===== src/rtl/spmv_sram_arbiter.sv =====
// Single-port SRAM arbiter for the SpMV datapath: two burst readers (vector, pointer)
// and one burst writer (result) share one SRAM word port through an IDLE/BURST/DRAIN/DONE FSM.
module spmv_sram_arbiter #(
  parameter int ADDR_W = 5,
  parameter int DATA_W = 256
) (
  input  logic              i_clk,
  input  logic              i_rst,
  input  logic [2:0]        i_req,
  input  logic [ADDR_W-1:0] i_addr0,
  input  logic [ADDR_W-1:0] i_addr1,
  input  logic [ADDR_W-1:0] i_addr2,
  input  logic [2:0]        i_len0,
  input  logic [2:0]        i_len1,
  input  logic [2:0]        i_len2,
  input  logic [DATA_W-1:0] i_wdata2,
  input  logic [DATA_W-1:0] i_sram_rdata,
  output logic [2:0]        o_gnt,
  output logic [ADDR_W-1:0] o_sram_addr,
  output logic              o_sram_wr_en,
  output logic [DATA_W-1:0] o_sram_wdata,
  output logic [DATA_W-1:0] o_rdata,
  output logic [1:0]        o_rvalid,
  output logic [2:0]        o_done,
  output logic [1:0]        o_state
);

  typedef enum logic [1:0] {
    IDLE  = 2'b00,
    BURST = 2'b01,
    DRAIN = 2'b10,
    DONE  = 2'b11
  } state_t;

  state_t            state, state_next;
  logic [1:0]        win, pick;
  logic [ADDR_W-1:0] base, pick_addr;
  logic [2:0]        len, beat, pick_len;
  logic              rr_pref;   // 1: reader 1 preferred on a reader tie
  logic              last_wr;   // previous burst belonged to the writer
  logic [1:0]        rvalid;
  logic [2:0]        win_onehot;
  logic              win_is_wr;

  assign win_is_wr  = (win == 2'd2);
  assign win_onehot = 3'b001 << win;

  // Writer normally wins, but yields once to a waiting reader after its own burst
  // so a continuously requesting writer interleaves with the readers.
  // NOTE: every always_comb output gets a default first so no latch is inferred.
  always_comb begin
    pick = 2'd0;
    if (i_req[2] && !(last_wr && |i_req[1:0])) pick = 2'd2;
    else if (i_req[1] && (!i_req[0] || rr_pref)) pick = 2'd1;
  end

  always_comb begin
    pick_addr = i_addr0;
    pick_len  = i_len0;
    case (pick)
      2'd1:    begin pick_addr = i_addr1; pick_len = i_len1; end
      2'd2:    begin pick_addr = i_addr2; pick_len = i_len2; end
      default: ;
    endcase
  end

  always_comb begin
    state_next = state;
    case (state)
      IDLE:    if (|i_req) state_next = BURST;
      BURST:   if (beat == len) state_next = win_is_wr ? DONE : DRAIN;
      DRAIN:   state_next = DONE;
      DONE:    state_next = IDLE;
      default: state_next = IDLE;
    endcase
  end

  always_comb begin
    o_gnt        = '0;
    o_sram_addr  = '0;
    o_sram_wr_en = 1'b0;
    o_sram_wdata = '0;
    o_done       = '0;
    if (state == BURST) begin
      o_gnt        = win_onehot;
      o_sram_addr  = base + ADDR_W'(beat);
      o_sram_wr_en = win_is_wr;
      if (win_is_wr) o_sram_wdata = i_wdata2;
    end
    if (state == DONE) o_done = win_onehot;
  end

  assign o_rvalid = rvalid;
  assign o_rdata  = (|rvalid) ? i_sram_rdata : '0;
  assign o_state  = state;

  // NOTE: sequential state uses non-blocking assignments so every register samples pre-edge values.
  always_ff @(posedge i_clk or posedge i_rst) begin
    if (i_rst) begin
      state   <= IDLE;
      win     <= '0;
      base    <= '0;
      len     <= '0;
      beat    <= '0;
      rr_pref <= 1'b0;
      last_wr <= 1'b0;
      rvalid  <= '0;
    end else begin
      state  <= state_next;
      rvalid <= (state == BURST && !win_is_wr) ? win_onehot[1:0] : 2'b00;
      case (state)
        IDLE: if (|i_req) begin
          win  <= pick;
          base <= pick_addr;
          len  <= pick_len;
          beat <= '0;
        end
        BURST: beat <= beat + 3'd1;
        DONE: begin
          last_wr <= win_is_wr;
          if (!win_is_wr) rr_pref <= (win == 2'd0);
        end
        default: ;
      endcase
    end
  end

endmodule


===== config.mk =====
export PLATFORM = sky130hd
export DESIGN_NAME = spmv_sram_arbiter
export DESIGN_NICKNAME = d
export VERILOG_FILES = /design/src/rtl/spmv_sram_arbiter.sv
export SDC_FILE = /design/constraint.sdc
export NUM_CORES = 1
export LEC_CHECK = 0
export ABC_AREA = 0
export BUFFER_PORTS_ARGS = -buffer_cell sky130_fd_sc_hd__buf_4
export CAP_MARGIN = 40
export CELL_PAD_IN_SITES_DETAIL_PLACEMENT = 0
export CELL_PAD_IN_SITES_GLOBAL_PLACEMENT = 1
export CORE_AREA = 8 8 406 408
export CTS_BUF_LIST = sky130_fd_sc_hd__clkbuf_4
export CTS_CLUSTER_SIZE = 8
export DETAILED_ROUTE_END_ITERATION = 16
export DIE_AREA = 0 0 414 416
export PLACE_DENSITY_LB_ADDON = 0.1
export SYNTH_ARGS = -nofsm -noshare
export SYNTH_HDL_FRONTEND = slang
export SYNTH_SLANG_ARGS = --single-unit

===== constraint.sdc =====
create_clock -name i_clk -period 2.3 [get_ports i_clk]
set_input_delay 0.115 -clock i_clk [delete_from_list [all_inputs] [get_ports i_clk]]
set_output_delay 0.115 -clock i_clk [all_outputs]
set_load 0.005 [all_outputs]

==> impl_results.md, run 1 <==
- Status: finished clean
- Sw Ratio: 51.3%
- Clock transition at path regs: 140 ps
- Internal power: 5.04 mW
- Area Overhead vs Synth: 223%
- Gr ovfl total: 0
- Final hold slack: 143 ps
- CTS root buffer: clkbuf_4
- Final worst-path cycle share: 91.5%
- Crit path required time: 2180 ps
- Predominant post-synthesis flop cell: dfrtp_1
- Yosys top cell area share: 34.7%
- IO buf count: 1,068
- Worst vdd ir: 0.393 mV
- Setup Skew: 6.89 ps
- First-pass GRT wire length: 101,000 um
- Cts bufs inserted: 3
- HPWL after DPL: 71,800 um
- Tightest Hold Check Type: in2reg
- Clk pwr share: 1.9%
- Syn Inst Count: 729
- Pleak: 8.21 nW
- Initial core utilization: 3.05%
- Setup TNS: 0 ps
- CP endpoint kind: output pin
- Placer congestion estimate: 0.837
- Clk sinks: 19
- Core Rows: 147
- Netlist Area Pre-Place: 0.00485 mm^2
- Post-synth net total: 1,279
- Post-synthesis cell type count: 31
- Drt via density: 2.46
- Starting DRT DRC Count: 336
- Core ar.: 0.159 mm^2
- # setup viols final: 0
- Worst Tran Pin Value: 761 ps
- Slew Limit Fails: 0
- Synth area leader: nor2b_1
- Share of cells above drive strength 1: 64.0%
- Routed WL: 79,600 um
- Crit path max fanout: 39
- #FFs+latches synth: 19
- Synth async-reset ratio: 100%
- Insertion delay to the later sink of the worst-skew pair: 320 ps
- Largest net degree at the start of global routing: 69
- WL per Instance: 20.7 um
- 1st-pass router iterations: 4
- YS warnings: 0
- Critical path data arrival time: 1990 ps
- Power share of the sequential group: 6.3%
- IO Pins: 1,069
- DRT antenna net count: 0
- Crit start category: register
- Sequential area share after synthesis: 9.81%
- Remaining design rule violation count: 0
- Die H: 416 um
- Crit Path Category: reg2out
- Tot GR Track Use: 8.39%
- Top cells by count, synth: 269 x nor2b_1, 259 x and3_1, 65 x clkbuf_1
- Die Width: 414 um
- Nets: 2,293
- Most frequent cell after synthesis: nor2b_1
- TritonCTS clock tree: done
- Min Tclk post-route: 2100 ps
- Gate power share: 91.8%
- Slew headroom: 49.1%
- Via count: 9,464
- Power density over the cells: 662 mW/mm^2
- Post-synth EDFFs: 0
- Largest cells by area after synthesis: nor2b_1 35%, and3_1 33%, dfrtp_1 9.8%
- Switching power: 5.31 mW
- Vias in the first global route: 10,100
- Final hold vios: 0
- Max clock buf depth: 2
- Antenna violations before repair: 35
- Unrepaired setup endpoints after global routing: false
- Mean Syn Cell Area: 6.65 um^2
- Die area: 0.172 mm^2
- CTS H-tree depth: 1
- F_max: 475 MHz
- Max-cap viol count: 0
==> state kept, by name, summed over array words and instances (netlist names) <==
signal,flops
win,2
rr_pref,1
o_rvalid,2
last_wr,1
base,5
o_state,2
len,3
beat,3
==> layout by cell type, fill, tap and decap left out, types with 2 or more instances in the layout <==
cell,synthesis,layout
nor2b_1,269,267
buf_4,3,1086
a21o_1,2,2
xnor2_1,5,5
mux2_2,3,3
clkbuf_4,0,3
nor2_1,3,2
o21ai_0,11,10
and2b_1,2,2
ha_1,8,7
a21oi_1,7,7
nor3b_1,4,4
buf_16,0,2
and2_1,6,6
a22o_1,9,9
diode_2,0,20
inv_1,8,8
nand2_1,4,4
o22a_1,8,8
and3_1,259,259
dfrtp_1,19,18
buf_12,0,11
==> power by group through the flow <==
stage / combinational, mW / clock (mW) / sequential (mW)
3_3_place_gp: 9.86 / 0 / 0.684
2_1_floorplan: 3.56 / 0 / 0.599
4_1_cts: 9.75 / 0.213 / 0.672
5_1_grt: 10.3 / 0.225 / 0.687
6_report: 9.50 / 0.194 / 0.655
3_5_place_dp: 9.72 / 0 / 0.681
==> layout make-up <==
type,instances,area [um^2]
diodes,20,50.0
repair buffers,1101,8460
multi-input cells,610,3980
clock buffers,3,22.5
well taps,2086,2610
inverters,8,30.0
clock inverters,1,5.00
fillers,18700,143000
flip-flops and latches,19,477
==> kinds of logic (layout without fill, tap and decap cells) <==
| family | after synthesis | in the layout | share of synthesized area [%] |
|---|---|---|---|
| AO/OA/AOI/OAI | 40 | 40 | 5.89 |
| flip-flops | 19 | 19 | 9.81 |
| buffers and inverters | 100 | 1113 | 8.60 |
| multiplexers | 4 | 4 | 0.904 |
| adder cells (fa/ha/maj) | 9 | 9 | 2.48 |
| XOR/XNOR | 5 | 5 | 0.904 |
| AND/OR/NAND/NOR | 552 | 552 | 71.4 |
| other | 0 | 20 | 0 |
==> layer usage <==
| metal | share of wire [%] | vias to the layer above | global-route usage [%] |
|---|---|---|---|
| li1 | - | 4490 | - |
| met1 | 31 | 4401 | 7.41 |
| met2 | 59 | 483 | 17.6 |
| met3 | 8.1 | 62 | 3.24 |
| met4 | 1.6 | 28 | 1.67 |
| met5 | 0.20 | - | 0 |
==> per-stage QoR <==
stage	util (%)	std cells	power [mW]	area [um^2]	setup WS, ps
after floorplan	-	729	4.16	4850	653
after global placement	9.73	3818	10.5	15500	349
after detailed placement	9.75	3819	10.4	15500	341
after CTS	9.77	3824	10.6	15500	11.1
after global routing	9.82	3835	11.2	15600	15.1
final	9.84	3848	10.4	15600	195
==> path summary, 6_finish.rpt <==
check,from,end,slack [ps],depth (start not counted)
max,o_state[1],o_sram_wdata[63],200,6
min,i_addr0[4],base[4],140,3
max reg2reg,o_state[0],beat[2],530,6
min reg2reg,base[4],base[4],550,1
max in group asynchronous,i_rst,beat[0],1570,4
min in group asynchronous,i_rst,rr_pref,340,3
==> what timing repair did <==
item | CTS | global route
endpoints found under the setup margin | 1 | 15
setup buffers | 0 | 3
gates cloned | 0 | 1
endpoints found under the hold margin | 4 | 0
hold buffers | 1 | 0
gates resized for setup | 1 | 3
==> worst max-delay path, cell delays in order (launching register included) <==
cell and delay [ps]:
dfrtp_1 440, inv_1 160, ha_4 210, buf_16 190, buf_12 220, and3_1 230, buf_4 160
No activity file was read; power rests on OpenSTA's default activity.
==> run 2: changes to the inputs <==
==> config.mk (replaced) <==
export PLATFORM = sky130hd
export DESIGN_NAME = spmv_sram_arbiter
export DESIGN_NICKNAME = d
export VERILOG_FILES = /design/src/rtl/spmv_sram_arbiter.sv
export SDC_FILE = /design/constraint.sdc
export NUM_CORES = 1
export LEC_CHECK = 0
export ABC_AREA = 0
export BUFFER_PORTS_ARGS = -buffer_cell sky130_fd_sc_hd__buf_4
export CAP_MARGIN = 40
export CORE_AREA = 8 8 409 411
export CTS_BUF_LIST = sky130_fd_sc_hd__clkbuf_2 sky130_fd_sc_hd__clkbuf_4 sky130_fd_sc_hd__clkbuf_8
export CTS_CLUSTER_SIZE = 8
export DETAILED_ROUTE_END_ITERATION = 16
export DIE_AREA = 0 0 417 419
export SYNTH_ARGS = -nofsm -noshare
export SYNTH_HDL_FRONTEND = slang
export SYNTH_SLANG_ARGS = --single-unit
==> run 2 against run 1 <==
  * Routed wire length is 100% higher
  * Register-to-register slack worse by 20 ps
  * First-iteration DRC count grew to 2.5 times the previous value
  * Clock skew is 3.3 ps higher
  * Flip-flop and latch count stayed put
  * Hold slack better by 57 ps
  * Final cell count is 2.9% higher
  * Via count is 17% higher
  * Sequential power is 2% higher
  * Global-route usage is 9.0 points higher
  * Largest cell class unchanged
  * Highest routed layer unchanged
==> impl_results.md, run 2 (synthesis results as in run 1) <==
- Critical path buffer and inverter count: 2 (-2)
- Max clock buf depth: 2 (unchanged)
- Critical path data arrival time: 2140 ps (+150 ps)
- Crit path required time: 2180 ps (about the same)
- Nets: 2,295 (+0.087%)
- Reg with most FFs: base
- Core Rows: 148 (+0.68%)
- Clk sinks: 19 (unchanged)
- CP endpoint kind: output pin
- Reg-to-Reg End: beat[2]
- Final hold vios: 0 (unchanged)
- Regs by FF count: base x5, beat x3, len x3
- Placer congestion estimate: 0.999 (+19%)
- TritonCTS clock tree: done
- Gr ovfl total: 0 (unchanged)
- Worst Tran Pin Value: 628 ps (-134 ps)
- Most common cell after layout, fill and taps aside: buf_4
- Largest net degree at the start of global routing: 96 (+39%)
- Drt via density: 2.80 (+14%)
- Power share of the sequential group: 5.4% (-0.9 points)
- Remaining design rule violation count: 0 (unchanged)
- Die Width: 417 um (+0.72%)
- Clk pwr share: 2.1% (+0.2 points)
- Depth of the worst hold-timing path: 3 (unchanged)
- CTS root buffer: clkbuf_8
- Share of cells above drive strength 1: 64.1% (+0.099 points)
- First-pass GRT wire length: 186,000 um (+84%)
- Power density over the cells: 786 mW/mm^2 (+19%)
- Sw Ratio: 58.4% (+7.1 points)
- Max-cap viol count: 0 (unchanged)
- Switching power: 7.26 mW (+37%)
- Top delay family on crit path: adder cells
- Vias in the first global route: 10,700 (+6.5%)
- Tot GR Track Use: 17.4% (+9.0 points)
- DRT antenna net count: 0 (unchanged)
- IO buf count: 1,068 (unchanged)
- Die H: 419 um (+0.72%)
- 1st-pass router iterations: 5 (+1)
- Commonest non-fill, non-tap cells in the layout: 1,088 x buf_4, 268 x nor2b_1, 257 x and3_1, 19 x dfrtp_1
- Worst vdd ir: 0.384 mV (-2.1%)
- Slew Limit Fails: 0 (unchanged)
- Setup Skew: 10.2 ps (+3.31 ps)
- Worst path slowest cell: dfrtp_1
- CP cell instances: ha_1 > inv_1 > fa_1 > nor2b_1 > o21ai_0 > xnor2_1 > and2_4 > buf_4
- Via count: 11,100 (+17%)
- WL per Instance: 41.2 um (+99%)
- Starting DRT DRC Count: 854 (+150%)
- Crit Path Category: reg2out
- IO Pins: 1,069 (unchanged)
- FF/Latch Area: 475 um^2 (-0.26%)
- Initial core utilization: 3.00% (-0.045 points)
- Antenna violations before repair: 175 (+400%)
- Area Overhead vs Synth: 227%
- Crit start category: register
- Final worst-path cycle share: 98.2% (+6.7 points)
- Unrepaired setup endpoints after global routing: false
- CTS H-tree depth: 1 (unchanged)
- F_max: 443 MHz (-6.9%)
- Status: finished clean
- Internal power: 5.17 mW (+2.7%)
- Tightest Hold Check Type: in2reg
- Min-Delay Endpoint: base[3]
- Worst R2R Setup Slack: 510 ps (-20 ps)
- Min Tclk post-route: 2260 ps (+155 ps)
- Overall power: 12.4 mW (+20%)
- Setup TNS: 0 ps (unchanged)
- Multi-input combinational cell area: 0.00399 mm^2 (about the same)
- Routed WL: 163,000 um (+100%)
- HPWL after DPL: 155,000 um (+120%)
- Worst r2r src: o_state[0]
- Insertion delay to the later sink of the worst-skew pair: 270 ps (-50 ps)
- Die area: 0.175 mm^2 (+1.5%)
- Core ar.: 0.161 mm^2 (+1.5%)
- Crit path max fanout: 2 (-95%)
- Fill count: 19,000 (+1.2%)
- Pleak: 8.23 nW (+0.21%)
- Reg2reg path depth: 6 (unchanged)
- Gate power share: 92.5% (+0.7 points)
- Max reg flops: 5 (unchanged)
- Clock transition at path regs: 90 ps (-50 ps)
- Slowest stage delay, CP: 390 ps (-50 ps)
- # setup viols final: 0 (unchanged)
- Cts bufs inserted: 3 (unchanged)
- Hold path start: i_addr0[3]
- Slew headroom: 58.0% (+8.9 points)
==> run 2: changes by cell type in the layout (fill, tap and decap cells not counted), moves of 2 or more <==
cell / previous run / this run
buf_4: 1086 / 1088
and3_1: 259 / 257
clkbuf_4: 3 / 0
and3_2: 0 / 2
clkbuf_8: 0 / 3
diode_2: 20 / 39
==> run 2: timing repair <==
item | 4_1_cts | 5_1_grt
hold buffers | 1 | 0
hold endpoints to repair | 8 | 0
resized for setup | 0 | 4
setup endpoints to repair | 4 | 11
cloned | 0 | 1
buffers inserted | 4 | 2
==> run 2: power groups by stage <==
stage	Combinational, mW	Sequential [mW]	Clock (mW)
after floorplan	3.56	0.599	0
after global routing	12.2	0.690	0.286
final	11.5	0.667	0.262
after detailed placement	11.4	0.681	0
after global placement	11.4	0.681	0
after CTS	11.5	0.668	0.270
==> run 2: area by class of cell <==
| class | count | share of cell area, % |
|---|---|---|
| inverters | 8 | 0.190 |
| well taps | 2175 | 17.2 |
| multi-input cells | 610 | 25.2 |
| clock inverters | 1 | 0.0316 |
| diodes | 39 | 0.617 |
| clock buffers | 3 | 0.261 |
| flip-flops and latches | 19 | 3.00 |
| repair buffers | 1103 | 53.5 |
==> run 2: through the flow <==
step	util, %	hold slack (ps)	setup WS, ps	instances	area, um^2
final	9.81	199	40.4	3958	15800
after global placement	9.65	381	211	3906	15600
after floorplan	-	66.1	653	729	4850
after global routing	9.75	233	10.4	3921	15700
after detailed placement	9.66	169	232	3907	15600
after CTS	9.72	194	14.1	3916	15700
==> run 2: worst max-delay path by stage <==
stage               startpoint                to  slack [ps]  cells after the start
floorplan           o_state[0]           beat[2]         650                      6
global placement       beat[0]    o_sram_addr[4]         210                      8
detailed placement      win[1]         o_done[2]         230                      4
CTS                 o_state[1]  o_sram_wdata[18]          10                      5
global route           base[0]    o_sram_addr[4]          10                      8
finish                 base[0]    o_sram_addr[4]          40                      8
==> run 2: tightest hold or removal path, delay by kind of cell <==
family | cells | cell delay [ps]
buffers and inverters | 1 | 80
AOI/OAI and AO/OA | 2 | 250
==> run 2: layer usage <==
| metal | vias up | track usage, % | part of all wire (%) |
|---|---|---|---|
| li1 | 4525 | - | - |
| met1 | 5299 | 19.3 | 37 |
| met2 | 921 | 30.5 | 49 |
| met3 | 278 | 9.03 | 12 |
| met4 | 46 | 1.60 | 1.7 |
| met5 | - | 0.902 | 0.32 |
==> run 3: changes to the inputs <==
--- a/config.mk
+++ b/config.mk
@@ -8,11 +8,12 @@
 export ABC_AREA = 0
 export BUFFER_PORTS_ARGS = -buffer_cell sky130_fd_sc_hd__buf_4
 export CAP_MARGIN = 40
-export CORE_AREA = 8 8 409 411
+export CORE_AREA = 2 2 415 417
 export CTS_BUF_LIST = sky130_fd_sc_hd__clkbuf_2 sky130_fd_sc_hd__clkbuf_4 sky130_fd_sc_hd__clkbuf_8
 export CTS_CLUSTER_SIZE = 8
 export DETAILED_ROUTE_END_ITERATION = 16
 export DIE_AREA = 0 0 417 419
+export RECOVER_POWER = 50
 export SYNTH_ARGS = -nofsm -noshare
 export SYNTH_HDL_FRONTEND = slang
 export SYNTH_SLANG_ARGS = --single-unit
==> run 3 against run 2 <==
  * Maximum frequency increased by 1.2%
  * Register-to-register slack worse by 340 ps
  * Sequential share of layout area rose by 0.15 points
  * Global-route usage up 0.52 points
  * Combinational power down 9%
  * Flip-flop and latch count unchanged
  * Utilization is 0.94 points lower
  * Clock power rose by 3%
  * Worst setup slack better by 27 ps
  * Hold slack worse by 13 ps
  * Count of clock-buffer cells in the layout unchanged
  * Via count rose by 1.7%
==> impl_results.md, run 3 (synthesis results as in run 1) <==
- Area Overhead vs Synth: 212%
- Insertion delay to the later sink of the worst-skew pair: 280 ps (about the same)
- Critical path data arrival time: 2120 ps (-20 ps)
- Reg with most FFs: base
- Setup TNS: 0 ps (unchanged)
- CTS H-tree depth: 1 (unchanged)
- Unrepaired setup endpoints after global routing: false
- WL per Instance: 41.3 um (+0.21%)
- Die area: 0.175 mm^2 (unchanged)
- Tightest Hold Check Type: in2reg
- Max-cap viol count: 0 (unchanged)
- Tot GR Track Use: 17.9% (+0.52 points)
- Slew headroom: 39.3% (-19 points)
- Placer congestion estimate: 1.08 (+7.7%)
- Slowest stage delay, CP: 420 ps (+30 ps)
- Antenna violations before repair: 252 (+44%)
- Core Rows: 152 (+2.7%)
- Power density over the cells: 757 mW/mm^2 (-3.7%)
- Worst r2r src: o_state[1]
- Post-Layout Inst Area: 0.0151 mm^2 (-4.4%)
- Cts bufs inserted: 3 (unchanged)
- Crit Path Category: reg2out
- Final hold slack: 187 ps (-12.9 ps)
- Critical path buffer and inverter count: 2 (unchanged)
- CP cell instances: ha_1 > inv_1 > fa_1 > nor2b_1 > o21ai_0 > xnor2_1 > and2_1 > buf_4
- Drt via density: 2.81 (+0.62%)
- HPWL after DPL: 157,000 um (+1.4%)
- Nets: 2,283 (-0.52%)
- Fin util: 8.87% (-0.94 points)
- 1st-pass router iterations: 5 (unchanged)
- F_max: 448 MHz (+1.2%)
- Status: finished clean
- CTS root buffer: clkbuf_8
- Min Tclk post-route: 2230 ps (-27.0 ps)
- Die H: 419 um (unchanged)
- Share of cells above drive strength 1: 58.5% (-5.6 points)
- DP Area: 0.0156 mm^2 (+0.31%)
- Starting DRT DRC Count: 688 (-19%)
- Worst vdd ir: 0.473 mV (+23%)
- First-pass GRT wire length: 186,000 um (+0.21%)
- Vias in the first global route: 10,400 (-3.3%)
- Gr ovfl total: 0 (unchanged)
- Crit path max fanout: 5 (+3)
- Fill count: 20,100 (+6.0%)
- Hold path start: i_addr0[4]
- Slew Limit Fails: 0 (unchanged)
- Crit path required time: 2180 ps (about the same)
- Clk sinks: 19 (unchanged)
- Core ar.: 0.171 mm^2 (+5.8%)
- Worst Tran Pin Value: 911 ps (+283 ps)
- Worst path slowest cell: dfrtp_2
- Worst R2R Setup Slack: 170 ps (-340 ps)
- Final worst-path cycle share: 97.1% (-1.2 points)
- Pleak: 7.66 nW (-6.9%)
- Commonest non-fill, non-tap cells in the layout: 836 x buf_4, 268 x nor2b_1, 259 x and3_1, 92 x clkbuf_2, 90 x clkbuf_1
- Initial core utilization: 2.84% (-0.16 points)
- IO buf count: 1,068 (unchanged)
- IO Pins: 1,069 (unchanged)
- Setup Skew: 9.95 ps (-0.243 ps)
- Max reg flops: 5 (unchanged)
- Largest net degree at the start of global routing: 105 (+9.4%)
- # setup viols final: 0 (unchanged)
- DRT antenna net count: 0 (unchanged)
- Crit path from: beat[0]
- Clock transition at path regs: 100 ps (about the same)
- Most common cell after layout, fill and taps aside: buf_4
- CP endpoint kind: output pin
- TritonCTS clock tree: done
- Max clock buf depth: 2 (unchanged)
- Crit start category: register
- Die Width: 417 um (unchanged)
- Routed WL: 165,000 um (+1.3%)
- Regs by FF count: base x5, beat x3, len x3
- Remaining design rule violation count: 0 (unchanged)
- Top delay family on crit path: adder cells
- Final hold vios: 0 (unchanged)
- Via count: 11,300 (+1.7%)
## run 3: power by group
part	total [mW]	switching [mW]	internal, mW
sequential	0.675	0.185	0.490
clock	0.270	0.148	0.121
combinational	10.5	6.73	3.78
total	11.5	7.06	4.39
## run 3: through the flow
| step | instances | setup WS [ps] | total power [mW] |
|---|---|---|---|
| after CTS | 3965 | 36.0 | 12.2 |
| after global routing | 3973 | 13.2 | 12.0 |
| final | 3999 | 67.4 | 11.5 |
| after detailed placement | 3960 | 345 | 11.9 |
| after floorplan | 729 | 653 | 4.16 |
| after global placement | 3959 | 240 | 11.9 |
## run 3: final timing paths
check | cells after the start | to
max reg2reg | 6 | o_state[1]
max in group asynchronous | 4 | beat[0]
min in group asynchronous | 3 | base[3]
min reg2reg | 2 | rr_pref
min | 3 | base[4]
max | 8 | o_sram_addr[4]
## run 3: final cells by class
| class | count | area, um^2 | share of cell area [%] |
|---|---|---|---|
| Clock buffer | 3 | 41.3 | 0.273 |
| Clock inverter | 1 | 5.00 | 0.0331 |
| Multi-Input combinational cell | 610 | 3970 | 26.3 |
| Antenna cell | 34 | 85.1 | 0.562 |
| Timing Repair Buffer | 1091 | 7730 | 51.1 |
| Tap cell | 2233 | 2790 | 18.5 |
| Inverter | 8 | 30.0 | 0.198 |
| Sequential cell | 19 | 477 | 3.15 |
## run 3: worst register-to-register path, delay by kind of cell, from the launching register on
family | cells | cell delay [ps]
adders and majority gates | 1 | 190
and+or+nand+nor | 1 | 250
AOI/OAI and AO/OA | 1 | 130
DFF | 1 | 450
muxes | 1 | 340
buffers and inverters | 2 | 670
## run 3: repair_timing
item / CTS / global route
resized for setup: 0 / 1
hold buffers: 1 / 0
setup endpoints to repair: 0 / 1
endpoints found under the hold margin: 5 / 0
buffers inserted: 0 / 0
## run 3: metal layers
metal / vias up / track usage [%] / part of all wire (%) / wire, um
met5: - / 0.722 / 0.33 / 541
met2: 1092 / 35.0 / 54 / 88700
li1: 4490 / - / - / -
met1: 5127 / 16.2 / 31 / 51000
met4: 60 / 5.61 / 4.6 / 7590
met3: 484 / 7.96 / 10 / 17300
